## src/rtl/alu_pkg.sv

```systemverilog
// Shared opcode map and FSM state encoding for the ALU dispatcher and the ALU it drives.
package alu_pkg;

  localparam int unsigned OP_AND  = 0;
  localparam int unsigned OP_OR   = 1;
  localparam int unsigned OP_XOR  = 2;
  localparam int unsigned OP_NOT  = 3;
  localparam int unsigned OP_ADD  = 4;
  localparam int unsigned OP_SUB  = 5;
  localparam int unsigned OP_NEG  = 6;
  localparam int unsigned OP_ASL  = 7;
  localparam int unsigned OP_LAST = 7;

  typedef enum logic [1:0] {
    IDLE = 2'd0,
    EXEC = 2'd1,
    DONE = 2'd2
  } state_t;

  function automatic logic op_is_legal(input int unsigned op);
    return op <= OP_LAST;
  endfunction

endpackage

```

## src/rtl/alu_dispatch_fifo.sv

```systemverilog
// Command queue for alu_dispatch: power-of-two depth, wrapping pointers, unreset storage.
module alu_dispatch_fifo #(
  parameter int W     = 12,
  parameter int DEPTH = 4
) (
  input  logic                       clk,
  input  logic                       rst_n,
  input  logic                       push,
  input  logic [W-1:0]               din,
  input  logic                       pop,
  output logic [W-1:0]               dout,
  output logic                       full,
  output logic                       empty,
  output logic [$clog2(DEPTH):0]     count
);

  localparam int AW = $clog2(DEPTH);

  logic [W-1:0]  mem [DEPTH];
  logic [AW-1:0] wptr;
  logic [AW-1:0] rptr;

  always_ff @(posedge clk) begin
    if (push) mem[wptr] <= din;
  end

  always_ff @(posedge clk or negedge rst_n) begin
    if (!rst_n) begin
      wptr  <= '0;
      rptr  <= '0;
      count <= '0;
    end else begin
      if (push) wptr <= wptr + AW'(1);
      if (pop)  rptr <= rptr + AW'(1);
      unique case ({push, pop})
        2'b10:   count <= count + (AW+1)'(1);
        2'b01:   count <= count - (AW+1)'(1);
        default: ;
      endcase
    end
  end

  assign dout  = mem[rptr];
  assign full  = (count == (AW+1)'(DEPTH));
  assign empty = (count == '0);

endmodule

```

## src/rtl/alu_dispatch.sv

```systemverilog
// Queues ALU commands, drives a combinational ALU one command at a time and
// presents each captured result with flags on a valid/ready handshake.
module alu_dispatch
  import alu_pkg::*;
#(
  parameter int N     = 3,
  parameter int DEPTH = 4
) (
  input  logic       clk,
  input  logic       rst_n,
  input  logic       in_valid,
  output logic       in_ready,
  input  logic [N:0] in_op,
  input  logic [N:0] in_a,
  input  logic [N:0] in_b,
  output logic [N:0] alu_op,
  output logic [N:0] alu_in1,
  output logic [N:0] alu_in2,
  input  logic [N:0] alu_result,
  output logic       out_valid,
  input  logic       out_ready,
  output logic [N:0] out_result,
  output logic       out_zero,
  output logic       out_neg,
  output logic       out_illegal
);

  localparam int W  = N + 1;
  localparam int CW = $clog2(DEPTH) + 1;

  state_t          state, state_nx;
  logic            fifo_push, fifo_pop, fifo_full, fifo_empty;
  logic [CW-1:0]   fifo_count;
  logic [3*W-1:0]  fifo_dout;
  logic            do_capture, do_release;

  assign in_ready  = (fifo_count < CW'(DEPTH));
  assign fifo_push = in_valid & ~fifo_full;

  alu_dispatch_fifo #(
    .W     (3 * W),
    .DEPTH (DEPTH)
  ) u_fifo (
    .clk   (clk),
    .rst_n (rst_n),
    .push  (fifo_push),
    .din   ({in_op, in_a, in_b}),
    .pop   (fifo_pop),
    .dout  (fifo_dout),
    .full  (fifo_full),
    .empty (fifo_empty),
    .count (fifo_count)
  );

  always_ff @(posedge clk or negedge rst_n) begin
    if (!rst_n) state <= IDLE;
    else        state <= state_nx;
  end

  // The handshake edge in DONE doubles as the pop edge for the next command.
  always_comb begin
    state_nx   = state;
    fifo_pop   = 1'b0;
    do_capture = 1'b0;
    do_release = 1'b0;
    unique case (state)
      IDLE: begin
        if (!fifo_empty) begin
          fifo_pop = 1'b1;
          state_nx = EXEC;
        end
      end
      EXEC: begin
        do_capture = 1'b1;
        state_nx   = DONE;
      end
      DONE: begin
        if (out_ready) begin
          do_release = 1'b1;
          if (!fifo_empty) begin
            fifo_pop = 1'b1;
            state_nx = EXEC;
          end else begin
            state_nx = IDLE;
          end
        end
      end
      default: state_nx = IDLE;
    endcase
  end

  always_ff @(posedge clk or negedge rst_n) begin
    if (!rst_n) begin
      alu_op      <= '0;
      alu_in1     <= '0;
      alu_in2     <= '0;
      out_valid   <= 1'b0;
      out_result  <= '0;
      out_zero    <= 1'b0;
      out_neg     <= 1'b0;
      out_illegal <= 1'b0;
    end else begin
      if (fifo_pop) {alu_op, alu_in1, alu_in2} <= fifo_dout;
      if (do_capture) begin
        out_valid <= 1'b1;
        if (op_is_legal(32'(alu_op))) begin
          out_result  <= alu_result;
          out_zero    <= (alu_result == '0);
          out_neg     <= alu_result[N];
          out_illegal <= 1'b0;
        end else begin
          out_result  <= '0;
          out_zero    <= 1'b0;
          out_neg     <= 1'b0;
          out_illegal <= 1'b1;
        end
      end else if (do_release) begin
        out_valid <= 1'b0;
      end
    end
  end

endmodule

```

## config.mk

```make
export PLATFORM = sky130hd
export DESIGN_NAME = alu_dispatch
export DESIGN_NICKNAME = d
export VERILOG_FILES = /design/src/rtl/alu_pkg.sv /design/src/rtl/alu_dispatch_fifo.sv /design/src/rtl/alu_dispatch.sv
export SDC_FILE = /design/constraint.sdc
export NUM_CORES = 1
export LEC_CHECK = 0
export ABC_AREA = 1
export ABC_CLOCK_PERIOD_IN_PS = 2200
export CAP_MARGIN = 20
export CELL_PAD_IN_SITES_DETAIL_PLACEMENT = 1
export CELL_PAD_IN_SITES_GLOBAL_PLACEMENT = 2
export CORE_ASPECT_RATIO = 0.7
export CORE_MARGIN = 2
export CORE_UTILIZATION = 30
export DETAILED_ROUTE_END_ITERATION = 12
export PLACE_DENSITY = 0.68
export SLEW_MARGIN = 20
export SYNTH_ARGS = -nofsm -noshare
export SYNTH_HDL_FRONTEND = slang
export SYNTH_SLANG_ARGS = --single-unit
```

## constraint.sdc

```tcl
create_clock -name clk -period 2.2 [get_ports clk]
set_input_delay 0.55 -clock clk [delete_from_list [all_inputs] [get_ports clk]]
set_output_delay 0.55 -clock clk [all_outputs]
set_load 0.02 [all_outputs]
```

* After elaboration in Yosys (flattened, before gate mapping)
Memory sizes are Yosys's and may differ from the RTL's. A register that Yosys moved wholly into a read port is not among the register bits. Cells that the tools add are included.
Word-level totals: output and inout bits 21, register bits after elaboration 17, bits in writable memories 48, memories kept 1, word-level logic and storage cells 51
Operators by class: magnitude comparators 2, equal/unequal tests 7, reduce and logical (&&, ||, !) cells 7, bitwise gates (word level) 2, mux-type cells 19, add/subtract/negate cells 4
Memories:
- u_fifo.mem | depth 4, bits a word 12, read ports 1, clocked after Yosys merged registers in 1, write ports 1, RTL line alu_dispatch_fifo.sv:19 | logic [W-1:0] mem [DEPTH];
Operators by type and width (number):
- $mux W1 | 13
- $pmux W2 S3 | 1
- $pmux W3 S2 | 1
- $add A2 B1 Y2 const B | 2
- $eq A2 B1 Y1 const B | 2
- $eq A2 B2 Y1 const B | 2
- $le A4 B3 Y1 const B | 1
- $logic_not A4 Y1 | 1
- $mux W2 | 2
- $mux W4 | 1
- $ne A2 B2 Y1 const B | 2
- $reduce_bool A2 Y1 | 2
- $add A3 B1 Y3 const B | 1
- $eq A3 B3 Y1 const B | 1
- $logic_not A3 Y1 | 1
- $lt A3 B3 Y1 const B | 1
- $sub A3 B1 Y3 const B | 1
- $logic_not A2 Y1 | 1
- $pmux W1 S2 | 1
- $reduce_and A2 Y1 | 1
- $and A1 B1 Y1 | 1
- $logic_not A1 Y1 | 1
- $not A1 Y1 | 1

* Longest topological paths before layout
Gate-level depths: netlist of run 1.
depth in word-level cells 6, gate-level depth with buffers 12, depth with buffers taken out 11

* Cells and area by module
From an unflattened synthesis of run 1, not the netlist that was laid out.
Second synthesis, totals: cells, all modules 294, area, all modules 3313.2 µm²
By module, submodules not included:
- alu_dispatch_fifo | instances 1, area an instance 2352.3 µm², cells an instance 189
- alu_dispatch | instances 1, area an instance 960.9 µm², cells an instance 105

* Least setup slack after synthesis of run 1
OpenSTA, ideal clock, no wires.
path kind input port to flip-flop, start point input out_ready, end point register u_fifo.count[2], path buffers 1, stages 9, setup time 0.125 ns, data arrival time 1.765 ns, slack 0.309 ns, cell sequence o21ai_2 -> nor2_4 -> buf_6 -> ha_1 -> inv_1 -> fa_1 -> nand2_1 -> nand3_1 -> xor2_1
Between the ends: longest elaborated chain between the ends 4
RTL lines:
- start, declared | RTL line alu_dispatch.sv:21 | input logic out_ready,
- $mux W1 * | RTL line alu_dispatch.sv:78 | if (out_ready) begin
- $pmux W1 S2 * | RTL line alu_dispatch.sv:66 | unique case (state)
- via fifo_pop | RTL line alu_dispatch.sv:32 | logic fifo_push, fifo_pop, fifo_full, fifo_empty;
- $eq A2 B1 Y1 or $eq A2 B2 Y1 (tied branches) | RTL line alu_dispatch_fifo.sv:35 | unique case ({push, pop})
- $pmux W3 S2 or $reduce_bool A2 Y1 (tied branches)
- end signal, assigned | RTL line alu_dispatch_fifo.sv:36 | 2'b10: count <= count + (AW+1)'(1);
- end signal, assigned | RTL line alu_dispatch_fifo.sv:37 | 2'b01: count <= count - (AW+1)'(1);
- end, declared | RTL line alu_dispatch_fifo.sv:14 | output logic [$clog2(DEPTH):0] count
Mark *: on every way through the listed nets, which the timed path passes. The rest lies on a longest branch. A chain may end at the register's enable or synchronous reset.

* Worst setup path after layout of run 1
start point input out_ready, end point register u_fifo.count[2]
Between the ends: longest elaborated chain between the ends 4
RTL lines (RTL line):
- $mux W1 * | alu_dispatch.sv:78
- $pmux W1 S2 * | alu_dispatch.sv:66
- $eq A2 B1 Y1 or $eq A2 B2 Y1 (tied branches) | alu_dispatch_fifo.sv:35
- $pmux W3 S2 or $reduce_bool A2 Y1 (tied branches)
Mark *: on every way between the ends. The rest lies on a longest branch, timed or not.

==> impl_metrics.env, run 1 <==
export IMPL_maxCapViolations=0
export IMPL_arrival_ns=2.21
export IMPL_path_buf_inv=2
export IMPL_gp_congestion=0.7404
export IMPL_ys_types=22
export IMPL_crit_fanout=2
export IMPL_post_cts_setup_buffer_count=0
export IMPL_drc_errors=0
export IMPL_gr_total_overflow=0
export IMPL_ys_seq_area_share_pct=64.87
export IMPL_dr_pass1_iters=4
export IMPL_via_per_inst=4.182
export IMPL_cp_required_ns=2.42
export IMPL_whs_ns=0.4770
export IMPL_fp_dieH_um=91.78
export IMPL_num_vias=2271
export IMPL_stdcell_count=543
export IMPL_max_freq_mhz=502.8
export IMPL_p_switching_mw=2.249
export IMPL_setup_viol=0
export IMPL_reg2reg_slack_ns=0.44
export IMPL_synthesis_area_per_instance_sq_um=9.946
export IMPL_cp_start_kind="input pin"
export IMPL_ir_drop_v=0.0005511
export IMPL_syn2layout_area_growth_pct=29.03
export IMPL_antenna_left=0
export IMPL_numClockSinks=76
export IMPL_rsz0062_at_grt="no"
export IMPL_path_clk_slew_ns=0.06
export IMPL_fillers=1212
export IMPL_crit_chain="clkdlybuf4s50_1, o21ai_2, nor2_4, ha_1, inv_1, fa_1, nand2_1, nand3_1, xor2_1"
export IMPL_grt_total_usage_pct=13.77
export IMPL_status="finished, final reports clean"
export IMPL_final_hold_viol_count=0
export IMPL_syn_inst=332
export IMPL_yosysWarningCount=0
export IMPL_coreArea_sq_um=10850
export IMPL_finalMaxSlewViolations=0
export IMPL_tritoncts="yes"
export IMPL_dp_cells=527
export IMPL_pwr_share_seq_pct=35.5
export IMPL_cp_end_kind="flop"
export IMPL_clock_latency_ns=0.33
export IMPL_syn_cell_area_sq_um=3302
export IMPL_grt_pass1_wl_um=12110
export IMPL_drive_gt1_share_pct=9.231
export IMPL_start_util_pct=30.43
export IMPL_sw_frac_of_total_pct=36.61
export IMPL_die_area_sq_um=11880
export IMPL_pin_count=41
export IMPL_path_class="input pin to flop"
export IMPL_tightest_slew_ns=0.3730
export IMPL_dpl_hpwl_um=4890
export IMPL_wl_per_cell_um=13.38
export IMPL_drtIter0Drc=96
export IMPL_pwr_share_comb_pct=39.2
export IMPL_layout_commonest_cell="nand2_1"
export IMPL_cts_hold_buffers=0
export IMPL_synth_seq_cells=76
export IMPL_p_int_mw=3.894
export IMPL_routed_wl_um=7264
export IMPL_grt_antenna_before_repair=0
export IMPL_syn_nets=358
export IMPL_die_width_um=129.4
export IMPL_cts_resized=0
export IMPL_rows=32
export IMPL_port_buffers=40
export IMPL_htreeDepth=3
export IMPL_cp_slowest_stage_delay_ns=0.51
export IMPL_leakagePower_nw=1.978
export IMPL_p_per_area_nw_per_um2=1442
export IMPL_final_cell_mix="115 x nand2_1, 67 x inv_1, 48 x edfxtp_1, 40 x clkdlybuf4s50_1, 29 x nand3_1"
export IMPL_nNetsFinal=411
export IMPL_skew_ns=0.004571
export IMPL_crit_family="buffers and inverters"
export IMPL_slew_headroom_pct=75.14
export IMPL_grt_max_degree=29
export IMPL_cts_root_buf="clkbuf_16"
export IMPL_slowest_stage="clkdlybuf4s50_1"
export IMPL_n_antenna_cell=0
export IMPL_final_period_utilization_pct=90.41
export IMPL_cts_buffers=9
export IMPL_hold_class="flop to flop"
export IMPL_finalCriticalPeriod_ns=1.989
export IMPL_clkPwrFrac_pct=25.3
export IMPL_grt_pass1_vias=2345
export IMPL_cts_buffer_depth=2
-- cell families (layout without fill, tap and decap cells) --
kind of cell,count (synthesis),after routing,share of synthesized area [%]
AOI/OAI and AO/OA,9,9,1.554
xor gates and xnor gates,4,4,1.061
adders and majority gates,6,6,2.501
buffers and inverters,82,140,10.72
DFF,76,76,64.87
and+or+nand+nor,155,155,19.29
-- area by class of cell --
| type | instances | area [sq um] | share of cell area (%) |
|---|---|---|---|
| Tap cell | 153 | 191.4 | 4.493 |
| Clock buffer | 12 | 267.8 | 6.285 |
| Inverter | 72 | 272.8 | 6.402 |
| Multi-Input combinational cell | 174 | 805.8 | 18.91 |
| Timing Repair Buffer | 52 | 528.0 | 12.39 |
| Sequential cell | 76 | 2142 | 50.28 |
| Clock inverter | 4 | 52.55 | 1.233 |
-- state kept, by name, indices dropped and copies added (netlist names) --
register      count
state             2
alu_in1           4
u_fifo.mem       48
out_zero          1
out_result        4
out_valid         1
u_fifo.rptr       2
u_fifo.count      3
alu_in2           4
u_fifo.wptr       2
out_illegal       1
alu_op            4
-- tightest hold or removal path: stages (launching register included) --
cell     delay [ns]
dfrtp_1        0.34
nand2_1        0.05
nand2_1        0.05
-- worst paths after layout --
check | from | endpoint | cells past startpoint
setup / recovery | out_ready | u_fifo.count[2]$_DFFE_PN0P_ | 9
hold / removal | alu_in1[1]$_DFFE_PN0P_ | alu_in1[1]$_DFFE_PN0P_ | 2
setup reg to reg | state[0]$_DFFE_PN0P_ | u_fifo.count[2]$_DFFE_PN0P_ | 9
hold reg to reg | alu_in1[1]$_DFFE_PN0P_ | alu_in1[1]$_DFFE_PN0P_ | 2
max in group asynchronous | rst_n | alu_in2[0]$_DFFE_PN0P_ | 2
min in group asynchronous | rst_n | out_result[2]$_DFFE_PN0P_ | 2
-- through the flow --
step / util, % / power, mW / setup slack, ns / TNS [ns] / area, sq um
floorplan: - / 3.745 / 0.3094 / 0 / 3302
global placement: 36.31 / 4.638 / -0.1214 / -0.1214 / 3940
detailed placement: 36.31 / 4.689 / -0.1299 / -0.1448 / 3940
CTS: 39.26 / 6.270 / 0.2091 / 0 / 4260
global route: 39.26 / 6.630 / 0.1154 / 0 / 4260
finish: 39.26 / 6.143 / 0.2110 / 0 / 4260
-- power by group through the flow --
| stage | Combinational (mW) | Sequential, mW | Clock (mW) |
|---|---|---|---|
| floorplan | 1.39 | 2.36 | 0 |
| global placement | 2.43 | 2.21 | 0 |
| detailed placement | 2.48 | 2.21 | 0 |
| CTS | 2.49 | 2.19 | 1.60 |
| global route | 2.75 | 2.23 | 1.65 |
| finish | 2.41 | 2.18 | 1.56 |
-- synthesized netlist by cell type --
cell | instances | area, sq um
nand2_1 | 115 | 431.7
nand3_2 | 1 | 10.01
xor2_1 | 3 | 26.28
nand3_1 | 29 | 145.1
buf_6 | 3 | 33.78
buf_4 | 5 | 37.54
o21ai_0 | 7 | 35.03
nand2_2 | 1 | 6.260
inv_4 | 1 | 6.260
fa_1 | 1 | 20.02
nor2_1 | 7 | 26.28
buf_2 | 2 | 10.01
edfxtp_1 | 48 | 1441
o21a_1 | 1 | 7.510
xnor2_1 | 1 | 8.760
dfrtp_1 | 28 | 700.7
inv_2 | 4 | 15.01
nor2_4 | 1 | 11.26
nand4_1 | 1 | 6.260
o21ai_2 | 1 | 8.760
inv_1 | 67 | 251.5
ha_1 | 5 | 62.56
-- per-layer routing --
layer	global-route usage (%)	share of wire, %	up-vias
met2	20.39	45	31
met5	0	0	-
met1	19.13	50	1106
met4	4.076	1.3	0
met3	4.609	4.1	10
li1	-	-	1124
Note: power is estimated with default switching activity, not from simulation.
==> inputs of run 2 (changes only) <==
--- a/config.mk
+++ b/config.mk
@@ -13,7 +13,9 @@
 export CORE_ASPECT_RATIO = 0.7
 export CORE_MARGIN = 2
 export CORE_UTILIZATION = 30
+export CTS_CLUSTER_SIZE = 20
 export DETAILED_ROUTE_END_ITERATION = 12
+export GPL_TIMING_DRIVEN = 0
 export PLACE_DENSITY = 0.68
 export SLEW_MARGIN = 20
 export SYNTH_ARGS = -nofsm -noshare
==> impl_metrics.env, run 2 (synthesized netlist as in run 1, its figures left out) <==
export IMPL_htreeDepth=3
export IMPL_drc_errors=0
export IMPL_rsz0062_at_grt="no"
export IMPL_fin_ws_ns=0.2423
export IMPL_routed_wl_um=7577
export IMPL_syn2layout_area_growth_pct=29.10
export IMPL_num_vias=2270
export IMPL_seqCellArea_sq_um=2142
export IMPL_arrival_ns=1.41
export IMPL_path_class="flop to output port"
export IMPL_cts_buffers=9
export IMPL_tightest_slew_ns=0.8054
export IMPL_skew_ns=0.005959
export IMPL_tritoncts="yes"
export IMPL_leakagePower_nw=1.995
export IMPL_numClockSinks=76
export IMPL_pre_cts_ws_ns=-0.4305
export IMPL_dpl_hpwl_um=5247
export IMPL_dr_pass1_iters=4
export IMPL_max_freq_mhz=510.8
export IMPL_grt_max_degree=29
export IMPL_setup_viol=0
export IMPL_final_cell_mix="115 x nand2_1, 67 x inv_1, 48 x edfxtp_1, 38 x clkdlybuf4s50_1, 29 x nand3_1"
export IMPL_final_period_utilization_pct=88.99
export IMPL_slew_headroom_pct=46.25
export IMPL_status="finished, final reports clean"
export IMPL_antenna_left=0
export IMPL_cp_end_kind="output port"
export IMPL_finalMaxSlewViolations=0
export IMPL_stdcell_area_sq_um=4263
export IMPL_drtIter0Drc=108
export IMPL_p_per_area_nw_per_um2=1479
export IMPL_fillers=1209
export IMPL_drive_gt1_share_pct=10.77
export IMPL_whs_ns=0.2332
export IMPL_top_register="u_fifo.mem"
export IMPL_rows=32
export IMPL_gr_total_overflow=0
export IMPL_cp_required_ns=1.65
export IMPL_gp_congestion=0.7126
export IMPL_via_per_inst=4.180
export IMPL_start_util_pct=30.43
export IMPL_die_width_um=129.4
export IMPL_layout_commonest_cell="nand2_1"
export IMPL_finalCriticalPeriod_ns=1.958
export IMPL_ir_drop_v=0.0005240
export IMPL_n_antenna_cell=0
export IMPL_grt_antenna_before_repair=0
export IMPL_hold_class="input pin to asynchronous set/reset pin"
export IMPL_grt_pass1_vias=2361
export IMPL_grt_total_usage_pct=14.38
export IMPL_largest_reg_flops=48
export IMPL_totalPowerFinal_mw=6.306
export IMPL_cts_buffer_depth=2
export IMPL_cts_root_buf="clkbuf_16"
export IMPL_fp_dieH_um=91.78
export IMPL_cts_hold_buffers=0
export IMPL_maxCapViolations=0
export IMPL_multiInputGateArea_sq_um=815.8
export IMPL_nNetsFinal=411
export IMPL_wl_per_cell_um=13.95
export IMPL_pin_count=41
export IMPL_crit_fanout=3
export IMPL_grt_pass1_wl_um=12560
export IMPL_port_buffers=40
export IMPL_fin_util_pct=39.29
export IMPL_clock_latency_ns=0.33
export IMPL_coreArea_sq_um=10850
export IMPL_cp_start_kind="flop"
export IMPL_final_hold_viol_count=0
export IMPL_die_area_sq_um=11880
export IMPL_path_clk_slew_ns=0.06
export IMPL_dpl_cell_area_sq_um=3914
-- run 2: changes by cell type in the layout (fill, tap and decap cells not counted), moves of 2 or more --
cell	delta
buf_6	+3
buf_4	-3
nor2_2	+4
buf_12	-3
nor2_1	-4
buf_2	+3
clkdlybuf4s50_1	-2
-- run 2: final timing paths --
path,cells past startpoint,endpoint,start,slack (ns)
min in group clk,2,alu_in2[2]$_DFFE_PN0P_,alu_in2[2]$_DFFE_PN0P_,0.49
worst min-delay path,1,out_result[2]$_DFFE_PN0P_,rst_n,0.23
worst max register to register,11,u_fifo.count[2]$_DFFE_PN0P_,u_fifo.count[1]$_DFFE_PN0P_,0.28
worst min register to register,2,alu_in2[2]$_DFFE_PN0P_,alu_in2[2]$_DFFE_PN0P_,0.49
max in group asynchronous,1,u_fifo.wptr[0]$_DFFE_PN0P_,rst_n,1.54
worst max-delay path,2,in_ready,u_fifo.count[2]$_DFFE_PN0P_,0.24
-- run 2: routing by layer --
layer  GRT usage [%]  up-vias  share of wire (%)
li1                -     1126                  -
met1           19.64     1100                 50
met2           22.02       37                 46
met3           4.317        7                3.6
met4           4.348        0               0.30
met5               0        -                  0
-- run 2: power breakdown --
group	total, mW	internal [mW]	switching [mW]
Combinational	2.49	0.960	1.53
Sequential	2.19	1.98	0.209
Clock	1.63	1.05	0.582
-- run 2: metrics by stage --
| step | TNS [ns] | instances |
|---|---|---|
| 2_1_floorplan | 0 | 332 |
| 5_1_grt | 0 | 543 |
| 3_3_place_gp | -22.06 | 525 |
| 3_5_place_dp | -2.370 | 526 |
| 4_1_cts | 0 | 543 |
| 6_report | 0 | 543 |
-- run 2: area by class of cell --
type	count	share of cell area, %
Multi-Input combinational cell	174	19.14
Sequential cell	76	50.25
Timing Repair Buffer	42	9.862
Buffer	10	1.908
Inverter	72	6.399
Tap cell	153	4.491
Clock buffer	12	6.780
Clock inverter	4	1.174
-- run 2: critical path: stages (launching register included) --
cell and delay (ns):
dfrtp_1 0.38, inv_2 0.08, clkdlybuf4s50_1 0.61
-- run 2: what timing repair did --
action / 4_1_cts / 5_1_grt
resized for setup: 0 / 1
setup endpoints to repair: 1 / 1
pin swaps: 1 / 0
setup buffers: 1 / 0
